$ cat src/rtl/drop_sequencer_if.sv
// rtl/drop_sequencer_if.sv - operator, drop handshake and status signals of the drop sequencer
interface drop_sequencer_if;
    logic       start;
    logic       abort;
    logic       ack;
    logic       drop_activated;
    logic       drop_en;
    logic       hatch_open;
    logic       busy;
    logic       done;
    logic       fault;
    logic [2:0] state;

    // Operator / display-block side: drives requests, observes status
    modport master (
        output start, abort, ack, drop_activated,
        input  drop_en, hatch_open, busy, done, fault, state
    );

    // Sequencer side
    modport slave (
        input  start, abort, ack, drop_activated,
        output drop_en, hatch_open, busy, done, fault, state
    );
endinterface

$ cat src/rtl/drop_sequencer.sv
// rtl/drop_sequencer.sv - drop-enable initiator with confirm, timeout and hatch timing
module drop_sequencer #(
    parameter int CONFIRM_CYCLES = 4,
    parameter int TIMEOUT_CYCLES = 1000,
    parameter int OPEN_CYCLES    = 50,
    parameter int CLOSE_CYCLES   = 10,
    parameter int CNT_W          = 16
) (
    input  logic             i_clk,
    input  logic             i_rst,
    drop_sequencer_if.slave  bus
);

    typedef enum logic [2:0] {
        ST_IDLE  = 3'd0,
        ST_REQ   = 3'd1,
        ST_OPEN  = 3'd2,
        ST_CLOSE = 3'd3,
        ST_FAULT = 3'd4
    } state_t;

    localparam logic [CNT_W-1:0] L_CONFIRM = CNT_W'(CONFIRM_CYCLES);
    localparam logic [CNT_W-1:0] L_TIMEOUT = CNT_W'(TIMEOUT_CYCLES);
    localparam logic [CNT_W-1:0] L_OPEN    = CNT_W'(OPEN_CYCLES);
    localparam logic [CNT_W-1:0] L_CLOSE   = CNT_W'(CLOSE_CYCLES);

    state_t           r_state;
    state_t           w_state_nxt;
    logic [CNT_W-1:0] r_confirm_cnt;
    logic [CNT_W-1:0] r_wait_cnt;
    logic [CNT_W-1:0] w_confirm_nxt;
    logic [CNT_W-1:0] w_wait_nxt;
    logic [CNT_W-1:0] w_confirm_inc;
    logic [CNT_W-1:0] w_wait_inc;
    logic             r_done;

    // Counters never wrap: they hold once they reach their limit
    function automatic logic [CNT_W-1:0] sat_inc(input logic [CNT_W-1:0] cnt,
                                                 input logic [CNT_W-1:0] lim);
        return (cnt == lim) ? cnt : cnt + CNT_W'(1);
    endfunction

    // State register and counters; reset overrides everything
    always_ff @(posedge i_clk) begin
        if (i_rst) begin
            r_state       <= ST_IDLE;
            r_confirm_cnt <= '0;
            r_wait_cnt    <= '0;
        end else begin
            r_state       <= w_state_nxt;
            r_confirm_cnt <= w_confirm_nxt;
            r_wait_cnt    <= w_wait_nxt;
        end
    end

    // Next state and counter updates; r_wait_cnt doubles as the phase timer in OPEN/CLOSE
    always_comb begin
        w_state_nxt   = r_state;
        w_confirm_nxt = '0;
        w_wait_nxt    = '0;
        w_confirm_inc = sat_inc(r_confirm_cnt, L_CONFIRM);
        w_wait_inc    = '0;
        unique case (r_state)
            ST_IDLE: begin
                if (bus.start) w_state_nxt = ST_REQ;
            end
            ST_REQ: begin
                w_wait_inc    = sat_inc(r_wait_cnt, L_TIMEOUT);
                w_wait_nxt    = w_wait_inc;
                w_confirm_nxt = bus.drop_activated ? w_confirm_inc : '0;
                // Abort beats confirm, confirm beats timeout
                if (bus.abort)
                    w_state_nxt = ST_IDLE;
                else if (bus.drop_activated && (w_confirm_inc == L_CONFIRM))
                    w_state_nxt = ST_OPEN;
                else if (w_wait_inc == L_TIMEOUT)
                    w_state_nxt = ST_FAULT;
            end
            ST_OPEN: begin
                w_wait_inc = sat_inc(r_wait_cnt, L_OPEN);
                w_wait_nxt = w_wait_inc;
                if (bus.abort || (w_wait_inc == L_OPEN)) w_state_nxt = ST_CLOSE;
            end
            ST_CLOSE: begin
                w_wait_inc = sat_inc(r_wait_cnt, L_CLOSE);
                w_wait_nxt = w_wait_inc;
                if (w_wait_inc == L_CLOSE) w_state_nxt = ST_IDLE;
            end
            ST_FAULT: begin
                if (bus.ack) w_state_nxt = ST_IDLE;
            end
            default: w_state_nxt = ST_IDLE;
        endcase
        // Every state entry starts with fresh counters
        if (w_state_nxt != r_state) begin
            w_confirm_nxt = '0;
            w_wait_nxt    = '0;
        end
    end

    // Completion pulse for the first IDLE cycle after CLOSE
    always_ff @(posedge i_clk) begin
        if (i_rst) r_done <= 1'b0;
        else       r_done <= (r_state == ST_CLOSE) && (w_state_nxt == ST_IDLE);
    end

    assign bus.drop_en    = (r_state == ST_REQ) || (r_state == ST_OPEN);
    assign bus.hatch_open = (r_state == ST_OPEN);
    assign bus.busy       = (r_state == ST_REQ) || (r_state == ST_OPEN) || (r_state == ST_CLOSE);
    assign bus.fault      = (r_state == ST_FAULT);
    assign bus.done       = r_done;
    assign bus.state      = r_state;

endmodule

$ cat src/flat_wrapper.sv
// flat-port wrapper written by rule: the top's interface ports become plain ports
module drop_sequencer_flat 
#(
    parameter int CONFIRM_CYCLES = 4,
    parameter int TIMEOUT_CYCLES = 1000,
    parameter int OPEN_CYCLES    = 50,
    parameter int CLOSE_CYCLES   = 10,
    parameter int CNT_W          = 16
)
  (i_clk, i_rst, bus_start, bus_abort, bus_ack, bus_drop_activated, bus_drop_en, bus_hatch_open, bus_busy, bus_done, bus_fault, bus_state);
  drop_sequencer_if bus_i ();
  input  logic i_clk;
  input  logic i_rst;
  input wire logic [$bits(bus_i.start)-1:0] bus_start;
  input wire logic [$bits(bus_i.abort)-1:0] bus_abort;
  input wire logic [$bits(bus_i.ack)-1:0] bus_ack;
  input wire logic [$bits(bus_i.drop_activated)-1:0] bus_drop_activated;
  output wire logic [$bits(bus_i.drop_en)-1:0] bus_drop_en;
  output wire logic [$bits(bus_i.hatch_open)-1:0] bus_hatch_open;
  output wire logic [$bits(bus_i.busy)-1:0] bus_busy;
  output wire logic [$bits(bus_i.done)-1:0] bus_done;
  output wire logic [$bits(bus_i.fault)-1:0] bus_fault;
  output wire logic [$bits(bus_i.state)-1:0] bus_state;
  assign bus_i.start = bus_start;
  assign bus_i.abort = bus_abort;
  assign bus_i.ack = bus_ack;
  assign bus_i.drop_activated = bus_drop_activated;
  assign bus_drop_en = bus_i.drop_en;
  assign bus_hatch_open = bus_i.hatch_open;
  assign bus_busy = bus_i.busy;
  assign bus_done = bus_i.done;
  assign bus_fault = bus_i.fault;
  assign bus_state = bus_i.state;
  drop_sequencer #(.CONFIRM_CYCLES(CONFIRM_CYCLES), .TIMEOUT_CYCLES(TIMEOUT_CYCLES), .OPEN_CYCLES(OPEN_CYCLES), .CLOSE_CYCLES(CLOSE_CYCLES), .CNT_W(CNT_W)) u_core (.i_clk(i_clk), .i_rst(i_rst), .bus(bus_i));
endmodule
$ cat config.mk
export PLATFORM = sky130hd
export DESIGN_NAME = drop_sequencer_flat
export DESIGN_NICKNAME = d
export VERILOG_FILES = /design/src/rtl/drop_sequencer_if.sv /design/src/rtl/drop_sequencer.sv /design/src/flat_wrapper.sv
export SDC_FILE = /design/constraint.sdc
export NUM_CORES = 1
export LEC_CHECK = 0
export ABC_AREA = 1
export ABC_CLOCK_PERIOD_IN_PS = 3890
export CORE_MARGIN = 1
export CORE_UTILIZATION = 45
export DETAILED_ROUTE_END_ITERATION = 8
export GPL_TIMING_DRIVEN = 0
export PLACE_DENSITY = 0.7
export SKIP_CTS_REPAIR_TIMING = 1
export SLEW_MARGIN = 0
export SYNTH_ARGS = -nofsm -noshare
export SYNTH_HDL_FRONTEND = slang
export SYNTH_SLANG_ARGS = --single-unit
export TNS_END_PERCENT = 100
$ cat constraint.sdc
create_clock -name i_clk -period 3.89 [get_ports i_clk]
set_clock_uncertainty 0.2 [all_clocks]
set_input_delay 0.389 -clock i_clk [delete_from_list [all_inputs] [get_ports i_clk]]
set_output_delay 0.389 -clock i_clk [all_outputs]
set_load 0.02 [all_outputs]
==> impl_metrics.csv, run 1 <==
group,metric,value,unit
global_route,grt-ovfl-total,0,
global_route,grt_pass1_wl,10.9,mm
sta,finalSetupViolations,0,
synth,synthSimpleGateAreaFrac,50.2,%
setup_path,crit_buf_inv,4,
place,dpl-instance-area,3000,um2
global_route,met1_usage,26.0,%
layout,area_delta_synth_final,11.4,%
layout,layout_common_cells,"nand2_1, nor2_1, inv_1",
cts,cts_tree,"done",
synth,muxShareOfSynthArea,0,%
status,outcome,"complete, no violations",
setup_path,endpoint_kind,"output pin",
floorplan,die_area,6480,um2
routing,drtIter0Drc,147,
layout,final_util,52.2,%
synth,syn_nets,469,
sta,post-route-min-period,3.10,ns
synth,synth.distinct_cells,34,
sta,period_share,79.7,%
cts,cts_buffers,5,
setup_path,crit_chain,"inv_1 -> clkbuf_1 -> nand2_1 -> nor2_1 -> clkbuf_1 -> clkdlybuf4s50_1",
cts,clock-sinks,36,
cts,path_clk_slew,0.08,ns
sta,fmax,323,MHz
layout,multi_input_area,1780,um2
cts,clockBufferDepth,2,
layout,drive_above_1_share,9.39,%
power_and_ir_drop,p_leak,0.00123,uW
layout,fin_area,3090,um2
place,finalWeightedCongestion,0.884,
floorplan,io_pins,14,
job,maxCapViolations,0,
routing,avgRoutedWirePerCell,11.7,um
routing,vias,2800,
floorplan,core_area,5920,um2
routing,routed_via_density,5.05,
global_route,grt_util_met3,3.41,%
routing,drc_errors,0,
setup_path,crit_type,"reg2out",
global_route,grt_antenna_before_repair,0,
setup_path,r2r_start,"u_core.r_wait_cnt[0]$_SDFF_PP0_",
synth,ys_seq_area_share,26.0,%
place,io_buffers,13,
place,dp_slack,0.953,ns
sta,final-hold-violation-count,0,
sta,timing.final.ws_setup,0.791,ns
synth,syn_area,2770,um2
setup_path,cpMostUsedCell,"clkbuf_1",
routing,routed_wl,6.48,mm
layout,seq_area,721,um2
power_and_ir_drop,p_per_area,228,nW/um2
setup_path,slowest_stage,"clkdlybuf4s50_1",
global_route,grt_start_max_net_pins,14,
floorplan,die_y,80.5,um
synth,netlist_instances,458,
setup_path,crit_required,3.30,ns
power_and_ir_drop,peakVddDrop,0.168,mV
place,dp_hpwl,5.13,mm
hold_path,hp-class,"reg2reg",
routing,dr.pass1.iters,4,
synth,synth-compound-area-share,7.90,%
global_route,grtUsageTotal,21.6,%
cts,htreeDepth,2,
setup_path,cp-startpoint,"u_core.bus.state[2]$_SDFF_PP0_",
synth,yosysWarnings,0,
floorplan,rows,28,
sta,slew_headroom,64.6,%
synth,synth_top_family_by_area,"simple AND/OR/NAND/NOR gates",
cts,cts_root_buf,"clkbuf_8",
cts,insertion_delay,0.29,ns
layout,diodes,0,
synth,synth_xor_area_share,3.75,%
global_route,gr-usage-met2,38.9,%
layout,fin_nets,489,
global_route,top_usage_layer,"met2",
floorplan,start_util,46.8,%
hold_path,min-delay-start,"u_core.r_confirm_cnt[15]$_SDFF_PP0_",
setup_path,critPathLaunchType,"flop",
global_route,grt_pass1_vias,2538,
synth,synth_fa_ha_area_share,2.26,%
sta,slew_violations,0,
sta,setup-tns-final,0,ns
setup_path,cp_top_family,"buffers and inverters",
setup_path,cpPeakStageDelay,0.69,ns
floorplan,dieWidth,80.5,um
sta,rsz0062_at_grt,"false",
layout,fill_cells,624,
synth,ys_seq_elements,36,
sta,finalHoldWorstSlack,0.388,ns
synth,synth.avg_cell_area,6.05,um2
sta,worst_slew_pin_slew,0.531,ns
setup_path,worstPathArrival,2.51,ns
routing,ant_nets,0,
layout,final_common_cell,"nand2_1",
setup_path,crit_fanout,10,
## power breakdown
group / internal [uW] / total (uW) / switching (uW)
clock network: 127 / 279 / 152
logic: 20.1 / 54.1 / 34.1
registers: 370 / 371 / 1.56
total: 517 / 704 / 188
## layer usage
| layer | part of all wire (%) | vias to the layer above |
|---|---|---|
| met4 | 1.6 | 0 |
| met3 | 3.0 | 11 |
| met2 | 49 | 42 |
| met1 | 46 | 1255 |
| met5 | 0 | - |
| li1 | - | 1492 |
## sequential cells by signal, summed over array words and instances (netlist names)
register	cells
u_core.r_confirm_cnt	16
u_core.r_wait_cnt	16
u_core.bus.state	3
u_core.bus.done	1
## path summary, 6_finish.rpt
path,depth (start not counted),slack (ns),endpoint
worst min-delay path,3,0.39,u_core.r_confirm_cnt[15]$_SDFF_PP0_
worst max register to register,17,0.97,u_core.r_confirm_cnt[8]$_SDFF_PP0_
worst min register to register,3,0.39,u_core.r_confirm_cnt[15]$_SDFF_PP0_
worst max-delay path,6,0.79,bus_hatch_open
## final cells by class
| cell class | instances | share of cell area, % |
|---|---|---|
| multi-input cells | 354 | 57.5 |
| plain buffers | 8 | 1.58 |
| repair buffers | 13 | 4.21 |
| well taps | 75 | 3.04 |
| flip-flops and latches | 36 | 23.3 |
| clock inverters | 3 | 0.770 |
| clock buffers | 5 | 2.23 |
| inverters | 60 | 7.29 |
## kinds of logic after synthesis
kind of cell               after synthesis
and+or+nand+nor                        304
buffers and inverters                   68
DFF                                     36
AOI/OAI and AO/OA                       34
xor gates and xnor gates                11
adders and majority gates                5
## worst reg2reg max path, delay by kind of cell, from the launching register on
family | cells | cell delay (ns)
simple gates | 14 | 1.63
flops | 1 | 0.47
buf+inv | 2 | 0.27
fa+ha+maj | 1 | 0.25
## cells in the mapped netlist (all sizes together)
master	number	share of area, %
a21boi	1	0.27
a21oi	8	1.6
a31oi	3	0.68
and2	1	0.23
buf	2	0.95
clkbuf	6	0.81
dfxtp	36	26
ha	5	2.3
inv	60	8.1
nand2	130	18
nand3	49	9.7
nand3b	2	0.54
nand4	10	2.3
nor2	107	18
nor3	3	0.72
o211ai	5	1.4
o21ai	5	0.90
o22ai	3	0.68
o31ai	9	2.4
or2	2	0.45
xnor2	2	0.63
xor2	9	3.1
## through the flow
stage | total power, uW | cells
after floorplan | 415 | 458
after global placement | 433 | 546
after detailed placement | 434 | 546
after CTS | 713 | 554
after global routing | 733 | 554
final | 704 | 554
Note: power is estimated with default switching activity, not from simulation.
==> run 2: changes to the inputs <==
--- a/config.mk
+++ b/config.mk
@@ -6,12 +6,12 @@
 export NUM_CORES = 1
 export LEC_CHECK = 0
 export ABC_AREA = 1
-export ABC_CLOCK_PERIOD_IN_PS = 3890
+export ABC_CLOCK_PERIOD_IN_PS = 2600
 export CORE_MARGIN = 1
 export CORE_UTILIZATION = 45
 export DETAILED_ROUTE_END_ITERATION = 8
 export GPL_TIMING_DRIVEN = 0
-export PLACE_DENSITY = 0.7
+export PLACE_DENSITY = 0.72
 export SKIP_CTS_REPAIR_TIMING = 1
 export SLEW_MARGIN = 0
 export SYNTH_ARGS = -nofsm -noshare
==> constraint.sdc (replaced) <==
create_clock -name i_clk -period 2.6 [get_ports i_clk]
set_clock_uncertainty 0.2 [all_clocks]
set_input_delay 0.26 -clock i_clk [delete_from_list [all_inputs] [get_ports i_clk]]
set_output_delay 0.26 -clock i_clk [all_outputs]
set_load 0.02 [all_outputs]
==> run 2 against run 1 <==
The run now ends with negative setup slack left. Utilization up 7.7 points. Sequential cell count unchanged. Highest routed layer unchanged. Global-route usage up 0.36 points. Hold slack worse by 0.0074 ns. Design area up 15%. Setup slack worse by 0.92 ns. Cell count up 3.1%. Register-to-register slack worse by 1.1 ns. Routed wire length up 13%. Sequential power up 50%.
==> impl_metrics.csv, run 2 (synthesis results as in run 1) <==
group,metric,value,unit
status,outcome,"complete, but fails checks",
status,failed_checks,"negative setup slack",
sta,slew_headroom,62.9,%
cts,htreeDepth,2,
routing,routed_via_density,5.18,
floorplan,io_pins,14,
place,finalWeightedCongestion,0.875,
place,dp_slack,-0.352,ns
layout,fin_nets,506,
layout,final_common_cell,"nand2_1",
layout,drive_above_1_share,23.6,%
floorplan,die_y,80.5,um
routing,vias,2957,
layout,multi_input_area,2030,um2
routing,routed_wl,7.35,mm
floorplan,rows,28,
setup_path,critPathLaunchType,"flop",
cts,insertion_delay,0.29,ns
layout,diodes,0,
routing,ant_nets,0,
setup_path,worstPathArrival,2.76,ns
routing,drtIter0Drc,193,
routing,avgRoutedWirePerCell,12.9,um
cts,clockBufferDepth,2,
cts,clock-sinks,36,
layout,seq_area,736,um2
setup_path,crit_fanout,7,
routing,dr.pass1.iters,5,
setup_path,endpoint_kind,"flop",
sta,slew_violations,0,
routing,drc_errors,0,
sta,worst_slew_pin_slew,0.556,ns
layout,layout_common_cells,"nand2_1, nor2_1, inv_1",
setup_path,crit_required,2.63,ns
place,dp_hpwl,5.19,mm
sta,timing.final.ws_setup,-0.131,ns
global_route,grt_antenna_before_repair,0,
sta,finalSetupViolations,27,
sta,fmax,366,MHz
global_route,grtUsageTotal,22.0,%
global_route,grt_start_max_net_pins,11,
floorplan,die_area,6480,um2
cts,path_clk_slew,0.08,ns
global_route,grt-ovfl-total,0,
sta,post-route-min-period,2.73,ns
power_and_ir_drop,peakVddDrop,0.213,mV
global_route,grt_pass1_vias,2567,
layout,fill_cells,531,
sta,period_share,105,%
global_route,grt_pass1_wl,11.1,mm
cts,cts_tree,"done",
floorplan,core_area,5920,um2
floorplan,start_util,46.8,%
place,io_buffers,13,
setup_path,crit_type,"reg2reg",
sta,final-hold-violation-count,0,
job,maxCapViolations,0,
cts,cts_root_buf,"clkbuf_8",
power_and_ir_drop,power.total,1090,uW
sta,rsz0062_at_grt,"true",
floorplan,dieWidth,80.5,um
power_and_ir_drop,p_per_area,306,nW/um2
cts,cts_buffers,5,
layout,area_delta_synth_final,27.9,%
hold_path,hp-class,"reg2reg",
sta,finalHoldWorstSlack,0.380,ns
power_and_ir_drop,p_leak,0.00144,uW
[run 2: changes by cell type in the layout (fill, tap and decap cells not counted), moves of 3 or more]
cell / delta
nand3_2: +4
nand2_1: -14
dfxtp_2: +6
nor2_1: -19
buf_4: +15
dfxtp_1: -8
nand2_2: +11
nand2_4: +3
nor2_4: +7
nor2_2: +12
nand3_1: -7
nand3_4: +3
[run 2: path summary, 6_finish.rpt]
check | slack (ns) | start | cells after the start | end
max | -0.13 | u_core.r_wait_cnt[1]$_SDFF_PP0_ | 15 | u_core.r_confirm_cnt[6]$_SDFF_PP0_
min | 0.38 | u_core.r_confirm_cnt[15]$_SDFF_PP0_ | 3 | u_core.r_confirm_cnt[15]$_SDFF_PP0_
max reg2reg | -0.13 | u_core.r_wait_cnt[1]$_SDFF_PP0_ | 15 | u_core.r_confirm_cnt[6]$_SDFF_PP0_
min reg2reg | 0.38 | u_core.r_confirm_cnt[15]$_SDFF_PP0_ | 3 | u_core.r_confirm_cnt[15]$_SDFF_PP0_
[run 2: worst max-delay path: stages (launching register included)]
cell and delay, ns:
dfxtp_4 0.41, ha_4 0.16, nand3_4 0.11, nor3_4 0.25, buf_4 0.16, nand3_2 0.05
nand2_2 0.08, nand3_2 0.10, nor2_2 0.14, nand3_4 0.11, a21oi_4 0.20, nand4_1 0.13
nand2_2 0.13, nand3_4 0.16, clkbuf_16 0.21, nor2_4 0.06
[run 2: routing by layer]
| metal | share of wire [%] | GRT usage (%) | up-vias |
|---|---|---|---|
| li1 | - | - | 1524 |
| met5 | 0 | 0 | - |
| met1 | 45 | 27.9 | 1337 |
| met4 | 2.6 | 5.89 | 0 |
| met3 | 3.6 | 3.30 | 18 |
| met2 | 49 | 38.3 | 78 |
[run 2: final cells by class]
class,count,share of cell area [%]
Timing Repair Buffer,32,8.96
Inverter,60,6.42
Buffer,6,1.48
Multi-Input combinational cell,354,57.2
Sequential cell,36,20.7
Tap cell,75,2.65
Clock buffer,8,2.54
[run 2: power by group]
group	switching (uW)	internal, uW	total, uW
Clock	203	216	419
Combinational	60.2	47.9	108
Sequential	6.05	552	558
Total	269	816	1090
[run 2: per-stage QoR]
step	util [%]	instance area, um2	std cells	TNS (ns)
after floorplan	-	2770	458	0
after global placement	50.6	3000	546	-7.22
after detailed placement	50.6	3000	546	-8.88
after CTS	52.1	3090	554	-9.72
after global routing	59.9	3550	571	-6.25
final	59.9	3550	571	-2.31
==> run 3: changes to the inputs <==
--- a/config.mk
+++ b/config.mk
@@ -8,10 +8,10 @@
 export ABC_AREA = 1
 export ABC_CLOCK_PERIOD_IN_PS = 2600
 export CORE_MARGIN = 1
-export CORE_UTILIZATION = 45
+export CORE_UTILIZATION = 55
 export DETAILED_ROUTE_END_ITERATION = 8
 export GPL_TIMING_DRIVEN = 0
-export PLACE_DENSITY = 0.72
+export PLACE_DENSITY = 0.84
 export SKIP_CTS_REPAIR_TIMING = 1
 export SLEW_MARGIN = 0
 export SYNTH_ARGS = -nofsm -noshare
==> run 3 against run 2 <==
The flow still finishes with violations (negative setup slack). Non-clock buffer count is 9 lower. Via count is 0.34% higher. Maximum frequency grew 1.1%. Design area fell by 4.7%. Sequential power barely moved. Largest power group unchanged.
==> impl_metrics.csv, run 3 (synthesis results as in run 1) <==
group,metric,value,unit
sta,slew_violations,0,
cts,path_clk_slew,0.07,ns
routing,ant_nets,0,
setup_path,cpMostUsedCell,"nand2_1",
layout,layout_common_cells,"nand2_1, nor2_1, inv_1",
sta,finalSetupViolations,32,
floorplan,start_util,57.9,%
routing,routed_wl,7.09,mm
status,outcome,"complete, but fails checks",
hold_path,hp-class,"reg2reg",
setup_path,cpPeakStageDelay,0.35,ns
setup_path,slowest_stage,"dfxtp_2",
global_route,grt-ovfl-total,0,
routing,drtIter0Drc,232,
status,failed_checks,"negative setup slack",
sta,timing.final.ws_setup,-0.100,ns
layout,final_common_cell,"nand2_1",
power_and_ir_drop,peakVddDrop,0.256,mV
sta,final-hold-violation-count,0,
place,dp.cells,538,
job,maxCapViolations,0,
setup_path,crit_required,2.63,ns
cts,clock-sinks,36,
cts,cts_root_buf,"clkbuf_8",
sta,rsz0062_at_grt,"true",
routing,vias,2967,
sta,fmax,370,MHz
global_route,grtUsageTotal,26.3,%
global_route,grt_start_max_net_pins,12,
layout,fill_cells,400,
setup_path,critPathLaunchType,"flop",
layout,seq_area,734,um2
layout,multi_input_area,1910,um2
setup_path,crit_chain,"ha_2 -> nand2_2 -> nor2_4 -> nand2_1 -> nor2_2 -> xor2_2 -> nand3_1 -> nor2_2 -> nand3_2 -> nand2_1 -> nand2_1 -> nand3_1 -> nand2_1 -> inv_2 -> nand3_4 -> clkbuf_16 -> nor2_4",
cts,cts_tree,"done",
layout,fin_area,3380,um2
place,finalWeightedCongestion,0.895,
layout,fin_cells,554,
setup_path,worstPathArrival,2.73,ns
floorplan,io_pins,14,
cts,insertion_delay,0.30,ns
global_route,grt_antenna_before_repair,0,
routing,drc_errors,0,
place,dp_hpwl,5.14,mm
layout,final_util,70.6,%
layout,drive_above_1_share,19.1,%
sta,post-route-min-period,2.70,ns
global_route,grt_pass1_vias,2710,
sta,period_share,104,%
sta,slew_headroom,65.8,%
setup_path,crit_type,"reg2reg",
routing,dr.pass1.iters,4,
setup_path,crit_fanout,6,
floorplan,die_y,73.0,um
layout,fin_nets,497,
cts,htreeDepth,2,
power_and_ir_drop,p_per_area,357,nW/um2
place,dpl-instance-area,2990,um2
routing,avgRoutedWirePerCell,12.8,um
setup_path,cp-startpoint,"u_core.r_confirm_cnt[0]$_SDFF_PP0_",
floorplan,dieWidth,73.0,um
setup_path,crit_buf_inv,2,
sta,worst_slew_pin_slew,0.514,ns
routing,routed_via_density,5.36,
floorplan,core_area,4790,um2
place,dp_slack,-0.302,ns
setup_path,endpoint_kind,"flop",
floorplan,rows,25,
floorplan,die_area,5330,um2
sta,setup-tns-final,-1.66,ns
setup_path,r2r_start,"u_core.r_confirm_cnt[0]$_SDFF_PP0_",
place,io_buffers,13,
cts,cts_buffers,5,
layout,diodes,0,
hold_path,min-delay-start,"u_core.r_confirm_cnt[0]$_SDFF_PP0_",
power_and_ir_drop,p_leak,0.00137,uW
global_route,grt_pass1_wl,10.8,mm
cts,clockBufferDepth,2,
setup_path,cp_top_family,"simple AND/OR/NAND/NOR gates",
layout,area_delta_synth_final,21.9,%
-- run 3: cell types whose count changed in the layout (fill, tap and decap cells not counted), sizes merged --
cell | before | now
dlymetal6s2s | 1 | 0
clkbuf | 14 | 13
clkdlybuf4s50 | 12 | 13
bufinv | 0 | 1
buf | 19 | 10
-- run 3: final cells by class --
class                   instances  share of cell area, %
multi-input cells             354                   56.6
well taps                      67                   2.48
clock inverters                 1                  0.889
repair buffers                 23                   7.22
clock buffers                   7                   2.85
plain buffers                   6                   1.55
inverters                      60                   6.66
flip-flops and latches         36                   21.7
-- run 3: worst paths after layout --
kind / slack [ns] / endpoint / depth (start not counted)
min: 0.36 / u_core.r_confirm_cnt[0]$_SDFF_PP0_ / 3
max reg2reg: -0.10 / u_core.r_confirm_cnt[12]$_SDFF_PP0_ / 17
min reg2reg: 0.36 / u_core.r_confirm_cnt[0]$_SDFF_PP0_ / 3
max: -0.10 / u_core.r_confirm_cnt[12]$_SDFF_PP0_ / 17
-- run 3: layer usage --
| metal | vias to the layer above | share of wire (%) | track usage, % |
|---|---|---|---|
| met5 | - | 0 | 0 |
| met4 | 0 | 2.1 | 12.6 |
| met3 | 17 | 3.8 | 4.56 |
| met2 | 80 | 53 | 48.4 |
| met1 | 1358 | 42 | 29.2 |
| li1 | 1512 | - | - |
-- run 3: worst reg2reg max path: stages, from the launching register on --
cell and delay [ns]:
dfxtp_2 0.35, ha_2 0.19, nand2_2 0.10, nor2_4 0.15, nand2_1 0.12, nor2_2 0.19, xor2_2 0.17, nand3_1 0.11
nor2_2 0.13, nand3_2 0.12, nand2_1 0.10, nand2_1 0.08, nand3_1 0.07, nand2_1 0.06, inv_2 0.09, nand3_4 0.13
clkbuf_16 0.21, nor2_4 0.07
-- run 3: power by group --
group | internal [uW] | switching [uW] | total (uW)
logic | 43.8 | 58.9 | 103
clock network | 339 | 208 | 546
registers | 552 | 5.10 | 557
total | 934 | 272 | 1210
-- run 3: stage by stage --
stage | total power (uW) | hold slack, ns
2_1_floorplan | 620 | 0.129
3_3_place_gp | 647 | 0.364
3_5_place_dp | 649 | 0.377
4_1_cts | 1190 | 0.389
5_1_grt | 1240 | 0.409
6_report | 1210 | 0.363
